===== src/rtl/controlador_bebidas_fsm.sv =====
// rtl/controlador_bebidas_fsm.sv - beverage dispense controller: credit, selection, timed prep stages, change return
module controlador_bebidas_fsm #(
    parameter int CREDIT_W    = 12,
    parameter int MAX_CREDIT  = 3000,
    parameter int PREP_CYCLES = 8
) (
    input  logic                clk,
    input  logic                rst,
    input  logic                coin100,
    input  logic                coin500,
    input  logic [2:0]          sel,
    input  logic                cancel,
    output logic [CREDIT_W-1:0] credit,
    output logic                busy,
    output logic                prep_water,
    output logic                prep_mix,
    output logic                change100,
    output logic                coin_reject,
    output logic                insufficient,
    output logic                done
);

    localparam int CNT_W = (PREP_CYCLES > 1) ? $clog2(PREP_CYCLES) : 1;
    localparam logic [CNT_W-1:0]    CNT_LAST = CNT_W'(PREP_CYCLES - 1);
    localparam logic [CREDIT_W:0]   MAX_SUM  = (CREDIT_W+1)'(MAX_CREDIT);
    localparam logic [CREDIT_W-1:0] UNIT     = CREDIT_W'(100);

    typedef enum logic [2:0] {
        IDLE   = 3'd0,
        CHECK  = 3'd1,
        WATER  = 3'd2,
        MIX    = 3'd3,
        CHANGE = 3'd4,
        DONE   = 3'd5
    } state_t;

    state_t              state;
    logic [CNT_W-1:0]    stage_cnt;
    logic [2:0]          sel_q;
    logic                served;

    logic                coin_any;
    logic [CREDIT_W:0]   coin_amt;
    logic [CREDIT_W:0]   coin_sum;
    logic                coin_fits;
    logic [CREDIT_W-1:0] credit_new;
    logic                sel_valid;
    logic [CREDIT_W-1:0] price;

    always_comb begin
        coin_any = coin100 | coin500;
        coin_amt = '0;
        if (coin100) coin_amt = coin_amt + (CREDIT_W+1)'(100);
        if (coin500) coin_amt = coin_amt + (CREDIT_W+1)'(500);
        coin_sum  = {1'b0, credit} + coin_amt;
        coin_fits = (coin_sum <= MAX_SUM);
        // Credit as seen by cancel this cycle, including a coin accepted alongside it
        credit_new = (coin_any && coin_fits) ? coin_sum[CREDIT_W-1:0] : credit;
        sel_valid  = (sel >= 3'd1) && (sel <= 3'd5);
    end

    always_comb begin
        price = '0;
        case (sel_q)
            3'd1:    price = CREDIT_W'(300);
            3'd2:    price = CREDIT_W'(500);
            3'd3:    price = CREDIT_W'(600);
            3'd4:    price = CREDIT_W'(800);
            3'd5:    price = CREDIT_W'(1000);
            default: price = '0;
        endcase
    end

    always_ff @(posedge clk) begin
        if (rst) begin
            state        <= IDLE;
            credit       <= '0;
            stage_cnt    <= '0;
            sel_q        <= '0;
            served       <= 1'b0;
            busy         <= 1'b0;
            prep_water   <= 1'b0;
            prep_mix     <= 1'b0;
            change100    <= 1'b0;
            coin_reject  <= 1'b0;
            insufficient <= 1'b0;
            done         <= 1'b0;
        end else begin
            change100    <= 1'b0;
            coin_reject  <= 1'b0;
            insufficient <= 1'b0;
            done         <= 1'b0;

            if (state != IDLE && coin_any) begin
                coin_reject <= 1'b1;
            end

            case (state)
                IDLE: begin
                    if (coin_any) begin
                        if (coin_fits) credit <= coin_sum[CREDIT_W-1:0];
                        else           coin_reject <= 1'b1;
                    end
                    if (cancel && credit_new != '0) begin
                        served <= 1'b0;
                        busy   <= 1'b1;
                        state  <= CHANGE;
                    end else if (sel_valid) begin
                        sel_q <= sel;
                        busy  <= 1'b1;
                        state <= CHECK;
                    end
                end

                CHECK: begin
                    if (credit >= price) begin
                        credit     <= credit - price;
                        stage_cnt  <= '0;
                        prep_water <= 1'b1;
                        state      <= WATER;
                    end else begin
                        insufficient <= 1'b1;
                        busy         <= 1'b0;
                        state        <= IDLE;
                    end
                end

                WATER: begin
                    if (stage_cnt == CNT_LAST) begin
                        stage_cnt  <= '0;
                        prep_water <= 1'b0;
                        prep_mix   <= 1'b1;
                        state      <= MIX;
                    end else begin
                        stage_cnt <= stage_cnt + CNT_W'(1);
                    end
                end

                MIX: begin
                    if (stage_cnt == CNT_LAST) begin
                        stage_cnt <= '0;
                        prep_mix  <= 1'b0;
                        served    <= 1'b1;
                        state     <= CHANGE;
                    end else begin
                        stage_cnt <= stage_cnt + CNT_W'(1);
                    end
                end

                CHANGE: begin
                    // The last unit of change and the exit happen on the same edge
                    if (credit >= UNIT) begin
                        change100 <= 1'b1;
                        credit    <= credit - UNIT;
                    end
                    if (credit <= UNIT) begin
                        if (served) begin
                            state <= DONE;
                        end else begin
                            busy  <= 1'b0;
                            state <= IDLE;
                        end
                    end
                end

                DONE: begin
                    done   <= 1'b1;
                    busy   <= 1'b0;
                    served <= 1'b0;
                    state  <= IDLE;
                end

                default: begin
                    busy       <= 1'b0;
                    prep_water <= 1'b0;
                    prep_mix   <= 1'b0;
                    state      <= IDLE;
                end
            endcase
        end
    end

endmodule

===== config.mk =====
export PLATFORM = sky130hd
export DESIGN_NAME = controlador_bebidas_fsm
export DESIGN_NICKNAME = d
export VERILOG_FILES = /design/src/rtl/controlador_bebidas_fsm.sv
export SDC_FILE = /design/constraint.sdc
export NUM_CORES = 1
export LEC_CHECK = 0
export ABC_AREA = 1
export CORE_MARGIN = 2
export CORE_UTILIZATION = 32
export CTS_CLUSTER_SIZE = 25
export DETAILED_ROUTE_END_ITERATION = 10
export PLACE_DENSITY = 0.51
export SKIP_LAST_GASP = 1
export SLEW_MARGIN = 20
export SYNTH_ARGS = -nofsm -noshare
export SYNTH_HDL_FRONTEND = slang
export SYNTH_SLANG_ARGS = --single-unit

===== constraint.sdc =====
create_clock -name clk -period 3.82 [get_ports clk]
set_input_delay 0.764 -clock clk [delete_from_list [all_inputs] [get_ports clk]]
set_output_delay 0.764 -clock clk [all_outputs]
set_load 0.01 [all_outputs]

After elaboration in Yosys (flattened, before gate mapping)
Index checks and enable logic that the tools add are counted.
- equal/unequal tests: 22
- shift operators: 0
- divide/modulo/power cells: 0
- $mul: 0
- muxes and demuxes: 40
- bitwise operators: 7
- reductions and logical operators: 23
- add/subtract/negate cells: 5
- $lt $le $gt $ge: 6
- operators with widths (kind ; number):
    12-bit two-way mux ; 5
    10-bit case mux with 5 select lines ; 1
    12-bit case mux with 3 select lines ; 1
    3-bit two-way mux ; 8
    2-bit inequality test (second input constant) ; 10
    1-bit two-way mux ; 16
    3-bit == test (second input constant) ; 5
    3-bit case mux with 5 select lines ; 1
    12-bit by 13-bit adder with 13-bit output ; 1
    13-bit by 9-bit adder with 13-bit output (second input constant) ; 1
    13-bit by 12-bit less-or-equal comparator with 1-bit output (second input constant) ; 1
    13-bit two-way mux ; 1
    3-bit by 2-bit == test with 1-bit output (second input constant) ; 4
    12-bit >= comparator ; 1
    12-bit by 7-bit >= comparator with 1-bit output (second input constant) ; 1
    12-bit by 7-bit less-or-equal comparator with 1-bit output (second input constant) ; 1
    3-bit AND reduction ; 4
    12-bit nonzero test ; 1
    12-bit subtractor ; 1
    12-bit by 7-bit subtractor with 12-bit output (second input constant) ; 1
    5-bit AND reduction ; 2
    1-bit case mux with 3 select lines ; 3
    3-bit nonzero test ; 3
    4-bit OR reduction ; 2
    other kinds (17) ; 28
- word-level logic and storage cells: 115
- memories: 0
- flip-flop bits (word level): 29
- bits in read-only memories: 0
- latch bits: 0
- input bits: 8
- memory bits (writable): 0

Longest topological paths before layout
Gate-level depths: netlist of run 1.
- depth after elaboration: 11
- gate-level depth with buffers: 25
- mapped depth without buffers: 25

Worst setup path before layout of run 1
No wires, ideal clock.
- path type: input to register
- start: in coin100
- end: reg credit[3]
- arrival: 2.882 ns
- path buffers: 1
- library setup time: 0.125 ns
- setup slack: 0.813 ns
- data required time: 3.695 ns
- stages on the path: 21
- cell sequence: inv_1 > ha_1 > ha_1 > ha_1 > inv_1 > nand2_1 > nand2_2 > nand2_4 > nand2_2 > nand3_2 > xor2_1 > nand3_2 > nand2_2 > nand2_2 > nand3_1 > nand2_2 > nand2_4 > inv_4 > buf_12 > o21ai_2 > a21oi_2
- word-level cells in the longest chain between the ends: 7
- elaborated cells on any way between the ends: 12
- classes of those cells: add/sub: 2; order compare: 1; eq/ne: 2; mux: 5; bitwise: 1; reduce/logical: 1
- RTL lines (what ; RTL line ; RTL):
    start, declared ; 9 ; input logic coin100,
    7-bit two-way mux ; 53 ; if (coin100) coin_amt = coin_amt + (CREDIT_W+1)'(100);
    13-bit by 9-bit adder with 13-bit output ; 54 ; if (coin500) coin_amt = coin_amt + (CREDIT_W+1)'(500);
    13-bit two-way mux ; 54 ;
    12-bit by 13-bit adder with 13-bit output ; 55 ; coin_sum = {1'b0, credit} + coin_amt;
    13-bit by 12-bit less-or-equal comparator with 1-bit output / 12-bit two-way mux (equally long branches) ; 56, 101 ;
    2-bit inequality test (no line) / 12-bit two-way mux (equally long branches) ; -- ;
    5-bit AND reduction (no line) / 12-bit case mux with 3 select lines (equally long branches) ; -- ;
    end signal, assigned ; 101 ; if (coin_fits) credit <= coin_sum[CREDIT_W-1:0];
    end signal, assigned ; 117 ; credit <= credit - price;
    end signal, assigned ; 154 ; credit <= credit - UNIT;
    end, declared ; 13 ; output logic [CREDIT_W-1:0] credit,
Parallel ways exist; a longest one is shown, timed or not. The select of a mux whose other input is x is not followed.
A chain may end at the register's enable or synchronous reset.

Worst setup path in the final report of run 1
- start: in coin100
- end: reg credit[9]
The elaborated chain is that of the path after synthesis.

==> results of run 1 <==
==> final cells by class <==
| class | count | area, um2 | share of cell area |
|---|---|---|---|
| Clock buffer | 3 | 41.29 | 0.01290 |
| Clock inverter | 1 | 7.507 | 0.002346 |
| Inverter | 74 | 280.3 | 0.08757 |
| Multi-Input combinational cell | 316 | 1884 | 0.5887 |
| Sequential cell | 27 | 540.5 | 0.1689 |
| Tap cell | 105 | 131.4 | 0.04105 |
| Timing Repair Buffer | 34 | 315.3 | 0.09851 |
==> state kept, by name (all words and copies together) (netlist names) <==
name	count
prep_water	1
insufficient	1
stage_cnt	3
state	3
done	1
busy	1
sel_q	3
served	1
prep_mix	1
coin_reject	1
credit	10
change100	1
==> layer usage <==
metal  wire, um  up-vias
li1           -     1470
met1       3845     1223
met2       3429       52
met3        270        5
met4         42        0
met5          0        -
==> kinds of logic (layout without fill, tap and decap cells) <==
logic type,Yosys count,after routing,share of synthesized area
AOI/OAI and AO/OA,91,91,0.2060
buffers and inverters,82,112,0.1248
xor gates and xnor gates,8,8,0.02813
DFF,27,27,0.1960
and+or+nand+nor,190,190,0.3276
adders and majority gates,25,25,0.1162
other,1,2,0.001360
==> repair_timing <==
action	4_1_cts	5_1_grt
buffers inserted	0	0
setup endpoints to repair	0	1
resized for setup	0	1
==> critical path, stage by stage <==
cell	delay, ns
sky130_fd_sc_hd__clkdlybuf4s50_1	0.50
sky130_fd_sc_hd__inv_1	0.09
sky130_fd_sc_hd__ha_1	0.33
sky130_fd_sc_hd__ha_1	0.34
sky130_fd_sc_hd__nand2_1	0.08
sky130_fd_sc_hd__inv_1	0.07
sky130_fd_sc_hd__a21oi_1	0.19
sky130_fd_sc_hd__nand2_1	0.12
sky130_fd_sc_hd__nand2_1	0.07
sky130_fd_sc_hd__nand2_1	0.09
sky130_fd_sc_hd__nand2_1	0.09
sky130_fd_sc_hd__inv_1	0.05
sky130_fd_sc_hd__nand3_2	0.06
sky130_fd_sc_hd__nand2_2	0.05
sky130_fd_sc_hd__nand2_2	0.07
sky130_fd_sc_hd__nand3_1	0.11
sky130_fd_sc_hd__nand2_2	0.13
sky130_fd_sc_hd__nand2_4	0.09
sky130_fd_sc_hd__inv_4	0.19
sky130_fd_sc_hd__o21ai_1	0.10
sky130_fd_sc_hd__a41oi_2	0.18
==> where the power goes <==
part	leakage [nW]	switching, mW	internal [mW]
Clock	0.0217	0.106	0.0745
Combinational	1.28	1.12	0.715
Sequential	0.222	0.129	0.361
==> metrics by stage <==
step / utilization / hold slack [ns] / cells / worst slack (ns)
2_1_floorplan: - / 0.4695 / 425 / 0.8130
3_3_place_gp: 0.3789 / 0.4555 / 556 / 0.03338
3_5_place_dp: 0.3789 / 0.4669 / 556 / -0.003074
4_1_cts: 0.3847 / 0.4842 / 560 / 0.2968
5_1_grt: 0.3856 / 0.5309 / 560 / 0.02451
6_report: 0.3856 / 0.4817 / 560 / 0.2899
==> placed cells by master (no fill, tap or decap), drive strengths merged, types with 4 or more instances in the layout <==
cell           count
nor2              48
nand3             30
o21ai             32
o21bai             4
a21oi             32
dfxtp             27
a31oi              4
ha                24
buf               10
xor2               7
inv               74
clkdlybuf4s50     24
nand2             90
nor3               9
nand4              9
==> how the worst min path moves through the flow <==
stage,end,slack [ns],cells past startpoint
floorplan,stage_cnt[1]$_SDFFE_PP0P_,0.47,2
global placement,busy$_SDFFE_PP0P_,0.46,2
detailed placement,busy$_SDFFE_PP0P_,0.47,2
CTS,busy$_SDFFE_PP0P_,0.48,2
global route,busy$_SDFFE_PP0P_,0.53,2
finish,busy$_SDFFE_PP0P_,0.48,2
==> out/results.env, run 1 <==
WORST_PIN_SLEW_NS=0.6676
SYN_AREA_PER_CELL_UM2=6.504
REMAINING_DRC_ERRORS=0
NUMBER_OF_ANTENNA_VIOLATIONS_AT_THE_FIRST_CHECK_IN_GLOBAL_ROUTING=0
WORST_SKEW_PAIR.LATE_LATENCY_NS=0.29
CLOCK_TREE_FROM_TRITONCTS='yes'
ROUTED_WIRE_LENGTH_PER_INSTANCE_UM=13.55
WORST-ENDPOINT-ARRIVAL_NS=3.74
M2_GR_USAGE=0.2714
ANT_NETS=0
NUM-NETS-FINAL=489
HPWL_UM=6240
EFFECTIVE_UTILIZATION_AT_FLOORPLAN=0.3323
SKEW_NS=0.007286
FP-ROW-COUNT=33
CRITPATHCAPTURE='credit[9]$_SDFFE_PP0P_'
PLACEMENT.CELL_AREA_UM2=3144
SYNTHARSTFLOPSHARE=0
SYNTH_TOP_CELL_AREA_SHARE=0.1960
AREA.GROWTH.SYNTH_TO_FINAL_PCT=16.06
TIMING.REG2REG.SETUP_SLACK_NS=0.37
FP.COREAREA_UM2=8299
DRT_WL_TOTAL_UM=7587
GLOBAL_ROUTE.USAGE.MET3=0.02240
MAXCAPVIOLCOUNT=0
CTS_INSERTED_BUFFERS=3
SETUP.WORST_PATH.END_CLASS='flip-flop'
CLOCKBUFFERDEPTH=2
GLOBALROUTEMET1UTIL=0.2258
IO_BUFFER_COUNT=24
GLOBALROUTEOVERFLOWTOTAL=0
SLEW_HEADROOM=0.5533
REG2REGPATHDEPTH=16
TOTAL_POWER_DENSITY_PER_CELL_AREA_nW_PER_UM2=782.4
TOTAL_LEAKAGE_POWER_nW=1.527
POWER.TOTAL_mW=2.504
RUN_STATUS='finished, final reports clean'
DIE_FOOTPRINT_UM2=9376
SYNTH_SEQUENTIAL_AREA_RATIO=0.1960
CRITICALPATHCATEGORY='primary input to flip-flop'
GP_CONGESTION=0.8287
CRITPATHLAUNCH='coin100'
PERIOD_UTILISATION_LAYOUT=0.9241
GRT_MAX_DEGREE=17
FIN_SETUP_TNS_NS=0
WORSTHOLDPATHTYPE='flip-flop to flip-flop'
DESIGN.PORTCOUNT=27
WORST_SETUP_HOLD_PATH_CLK_SLEW_NS=0.11
IRDROPWORSTVDD_mV=0.3358
HORIZONTAL_DIE_DIMENSION_UM=96.83
VIA_COUNT=2750
DRTPASS1ITERATIONS=4
DIEHEIGHT_UM=96.83
GRT_PASS1_VIAS=2699
YS_SEQ_ELEMENTS=27
CLK_TREE_ROOT_CELL='sky130_fd_sc_hd__clkbuf_8'
YOSYS.AREA.TOP_TYPE='sky130_fd_sc_hd__dfxtp_1'
ACHIEVABLE-FREQUENCY_GHz=0.2833
GRT_MOST_USED_LAYER='met2'
SETUP-VIOLATIONS-FINAL=0
DETAIL_ROUTE.ITER0.VIOLATIONS=197
POSTSYNTHCELLCOUNT=424
CRIT_PATH_MAX_FANOUT=14
SYNTHFLOPTYPE='sky130_fd_sc_hd__dfxtp_1'
YOSYS-TOP-CELLS-COUNT='74 x sky130_fd_sc_hd__nand2_1, 67 x sky130_fd_sc_hd__inv_1, 43 x sky130_fd_sc_hd__nor2_1'
CP-START-KIND='primary input'
POST_SYNTH_MAIN_AREA_CONTRIBUTORS='sky130_fd_sc_hd__dfxtp_1 20%, sky130_fd_sc_hd__ha_1 11%, sky130_fd_sc_hd__nand2_1 10%, sky130_fd_sc_hd__inv_1 9.1%, sky130_fd_sc_hd__nor2_1 5.9%'
FIN_AREA_UM2=3201
TIMING.FINAL.CRIT_PERIOD_NS=3.530
CLOCK-SINKS=27
HTREE_LEVELS=1
GRT_SETUP_UNREPAIRED='no'
TIMING_MAX_TRANSITION_VIOLATIONS_FINAL=0
POST_SYNTHESIS_CELL_TYPE_COUNT=48
FILLERS=898
SYNTHMOSTINSTANTIATEDCELL='sky130_fd_sc_hd__nand2_1'
WORST-ENDPOINT-REQUIRED_NS=4.03
GRTUSAGETOTAL=0.1625
GLOBAL_ROUTE_WIRE_LENGTH_BEFORE_REPAIR_UM=12770
NUMBER_OF_ENABLE_FLIP_FLOP_CELLS_AFTER_SYNTHESIS=0
HOLD_BUFS_INSERTED_AFTER_CTS=0
FINAL_HOLD_VIOL_COUNT=0
WORSTHOLDSTART='busy$_SDFFE_PP0P_'
POST_ROUTE_CELLS_DRIVE_ABOVE_1_SHARE=0.1385
SYNTHESIS.YOSYS.WARNINGS=0
SYNTH.CELL_AREA_UM2=2758
R2R_END='credit[9]$_SDFFE_PP0P_'
VIA_PER_INST=4.911
ANTENNA_CELLS_INSERTED=0
R2R-START='sel_q[1]$_SDFFE_PP0P_'
(Power assumes the default switching activity.)
==> run 2, diff against run 1 <==
CTS_BUF_LIST = sky130_fd_sc_hd__clkbuf_16   (was unset)
PLACE_DENSITY = 0.59   (was 0.51)
TNS_END_PERCENT = 100   (was unset)
==> out/results.env, run 2 (same netlist as run 1, synthesis figures left out) <==
AREA.GROWTH.SYNTH_TO_FINAL_PCT=16.74
POST_CTS_REPAIR_RESIZE_COUNT=0
DIE_FOOTPRINT_UM2=9376
GP_CONGESTION=0.8920
ACHIEVABLE-FREQUENCY_GHz=0.2844
FIN_SETUP_TNS_NS=0
CRIT_PATH_MAX_FANOUT=4
RUN_STATUS='finished, final reports clean'
WORST_PIN_SLEW_NS=0.7234
DP.CELLS=555
HOLD_BUFS_INSERTED_AFTER_CTS=0
WORSTHOLDPATHCELLS=2
WORST_SETUP_HOLD_PATH_CLK_SLEW_NS=0.07
LAYOUT_COMMONEST_CELL='sky130_fd_sc_hd__nand2_1'
TOP_REGISTER='credit'
IRDROPWORSTVDD_mV=0.2360
GLOBAL_ROUTE_WIRE_LENGTH_BEFORE_REPAIR_UM=12280
TIMING.FINAL.CRIT_PERIOD_NS=3.516
CRITICALPATHCATEGORY='primary input to flip-flop'
TIMING_MAX_TRANSITION_VIOLATIONS_FINAL=0
POST_ROUTE_CELLS_DRIVE_ABOVE_1_SHARE=0.1344
FIN_CELLS=559
VIA_COUNT=2805
SETUP-VIOLATIONS-FINAL=0
POWER.TOTAL_mW=2.538
DRTPASS1ITERATIONS=4
CP-START-KIND='primary input'
ROUTED_WIRE_LENGTH_PER_INSTANCE_UM=12.98
CLOCK-SINKS=27
CLOCKBUFFERDEPTH=2
ANT_NETS=0
POST_CTS.REPAIR.SETUP_BUFFERS=0
EFFECTIVE_UTILIZATION_AT_FLOORPLAN=0.3323
VIA_PER_INST=5.018
TOTAL_POWER_DENSITY_PER_CELL_AREA_nW_PER_UM2=788.3
MOST-COMMON-LAYOUT-CELLS='74 x sky130_fd_sc_hd__nand2_1, 67 x sky130_fd_sc_hd__inv_1, 43 x sky130_fd_sc_hd__nor2_1'
PERIOD_UTILISATION_LAYOUT=0.9205
HTREE_LEVELS=1
DIEHEIGHT_UM=96.83
WORST-ENDPOINT-REQUIRED_NS=3.98
SLEW_HEADROOM=0.5159
NUM-NETS-FINAL=488
FILLERS=903
REMAINING_DRC_ERRORS=0
CLOCK_TREE_FROM_TRITONCTS='yes'
GRT_MAX_DEGREE=17
TOTAL_LEAKAGE_POWER_nW=1.537
REG2REGPATHDEPTH=18
ANTENNA_CELLS_INSERTED=0
DRT_WL_TOTAL_UM=7257
HORIZONTAL_DIE_DIMENSION_UM=96.83
GRTUSAGETOTAL=0.1528
CTS_INSERTED_BUFFERS=3
CLK_TREE_ROOT_CELL='sky130_fd_sc_hd__clkbuf_16'
FP.COREAREA_UM2=8299
NUMBER_OF_ANTENNA_VIOLATIONS_AT_THE_FIRST_CHECK_IN_GLOBAL_ROUTING=0
SKEW_NS=0.003949
IO_BUFFER_COUNT=24
MAXCAPVIOLCOUNT=0
DESIGN.PORTCOUNT=27
FINAL_HOLD_VIOL_COUNT=0
WORST-ENDPOINT-ARRIVAL_NS=3.68
WORSTHOLDPATHTYPE='flip-flop to flip-flop'
FP-ROW-COUNT=33
DETAIL_ROUTE.ITER0.VIOLATIONS=123
SETUP.WORST_PATH.END_CLASS='flip-flop'
GLOBALROUTEOVERFLOWTOTAL=0
LARGEST_REG_FLOPS=10
WORST_SKEW_PAIR.LATE_LATENCY_NS=0.27
GRT_PASS1_VIAS=2628
HPWL_UM=6008
GRT_SETUP_UNREPAIRED='no'
==> run 2: per-layer routing <==
metal	routed length, um	vias up	GRT usage
li1	-	1463	-
met1	3489	1289	0.2042
met2	3449	49	0.2671
met3	276	4	0.02168
met4	42	0	0.02059
met5	0	-	0
==> run 2: path summary, 6_finish.rpt <==
kind	startpoint	end	slack, ns
worst max register to register	sel_q[1]$_SDFFE_PP0P_	busy$_SDFFE_PP0P_	0.44
worst max-delay path	coin100	state[0]$_SDFFE_PP0P_	0.30
worst min register to register	busy$_SDFFE_PP0P_	busy$_SDFFE_PP0P_	0.48
worst min-delay path	busy$_SDFFE_PP0P_	busy$_SDFFE_PP0P_	0.48
==> run 2: through the flow <==
stage	utilization	setup WS [ns]	cell area [um2]	hold WS (ns)
final	0.3879	0.3038	3219	0.4754
after global routing	0.3879	0.005147	3219	0.4913
after CTS	0.3879	0.2956	3219	0.4825
after detailed placement	0.3780	0.003210	3137	0.4692
after global placement	0.3780	0.09084	3137	0.4583
after floorplan	-	0.8130	2761	0.4695
==> run 2: cell type report <==
| cell class | count | area, um2 | area share |
|---|---|---|---|
| multi-input cells | 316 | 1877 | 0.5830 |
| clock inverters | 1 | 7.507 | 0.002332 |
| inverters | 74 | 280.3 | 0.08706 |
| repair buffers | 33 | 307.8 | 0.09561 |
| well taps | 105 | 131.4 | 0.04081 |
| flip-flops and latches | 27 | 540.5 | 0.1679 |
| clock buffers | 3 | 75.07 | 0.02332 |
==> run 2: critical path: stages <==
cell	delay, ns
sky130_fd_sc_hd__clkdlybuf4s50_1	0.52
sky130_fd_sc_hd__inv_1	0.09
sky130_fd_sc_hd__ha_1	0.32
sky130_fd_sc_hd__ha_1	0.22
sky130_fd_sc_hd__ha_1	0.19
sky130_fd_sc_hd__inv_1	0.07
sky130_fd_sc_hd__nand2_1	0.08
sky130_fd_sc_hd__nand2_2	0.08
sky130_fd_sc_hd__nand2_4	0.07
sky130_fd_sc_hd__nand2_2	0.07
sky130_fd_sc_hd__nand3_2	0.08
sky130_fd_sc_hd__xor2_1	0.22
sky130_fd_sc_hd__nand3_2	0.11
sky130_fd_sc_hd__nand2_2	0.07
sky130_fd_sc_hd__nand2_2	0.05
sky130_fd_sc_hd__nand3_1	0.06
sky130_fd_sc_hd__nand2_1	0.06
sky130_fd_sc_hd__nand3_2	0.13
sky130_fd_sc_hd__nand3_2	0.12
sky130_fd_sc_hd__nand3_2	0.14
sky130_fd_sc_hd__nand2_1	0.05
sky130_fd_sc_hd__nand2_1	0.07
sky130_fd_sc_hd__nor2_2	0.04
==> run 2: report_power, final <==
part / switching, mW / internal, mW / leakage, nW
Sequential: 0.125 / 0.362 / 0.222
Combinational: 1.10 / 0.704 / 1.28
Clock: 0.106 / 0.143 / 0.0371
Total: 1.33 / 1.21 / 1.54
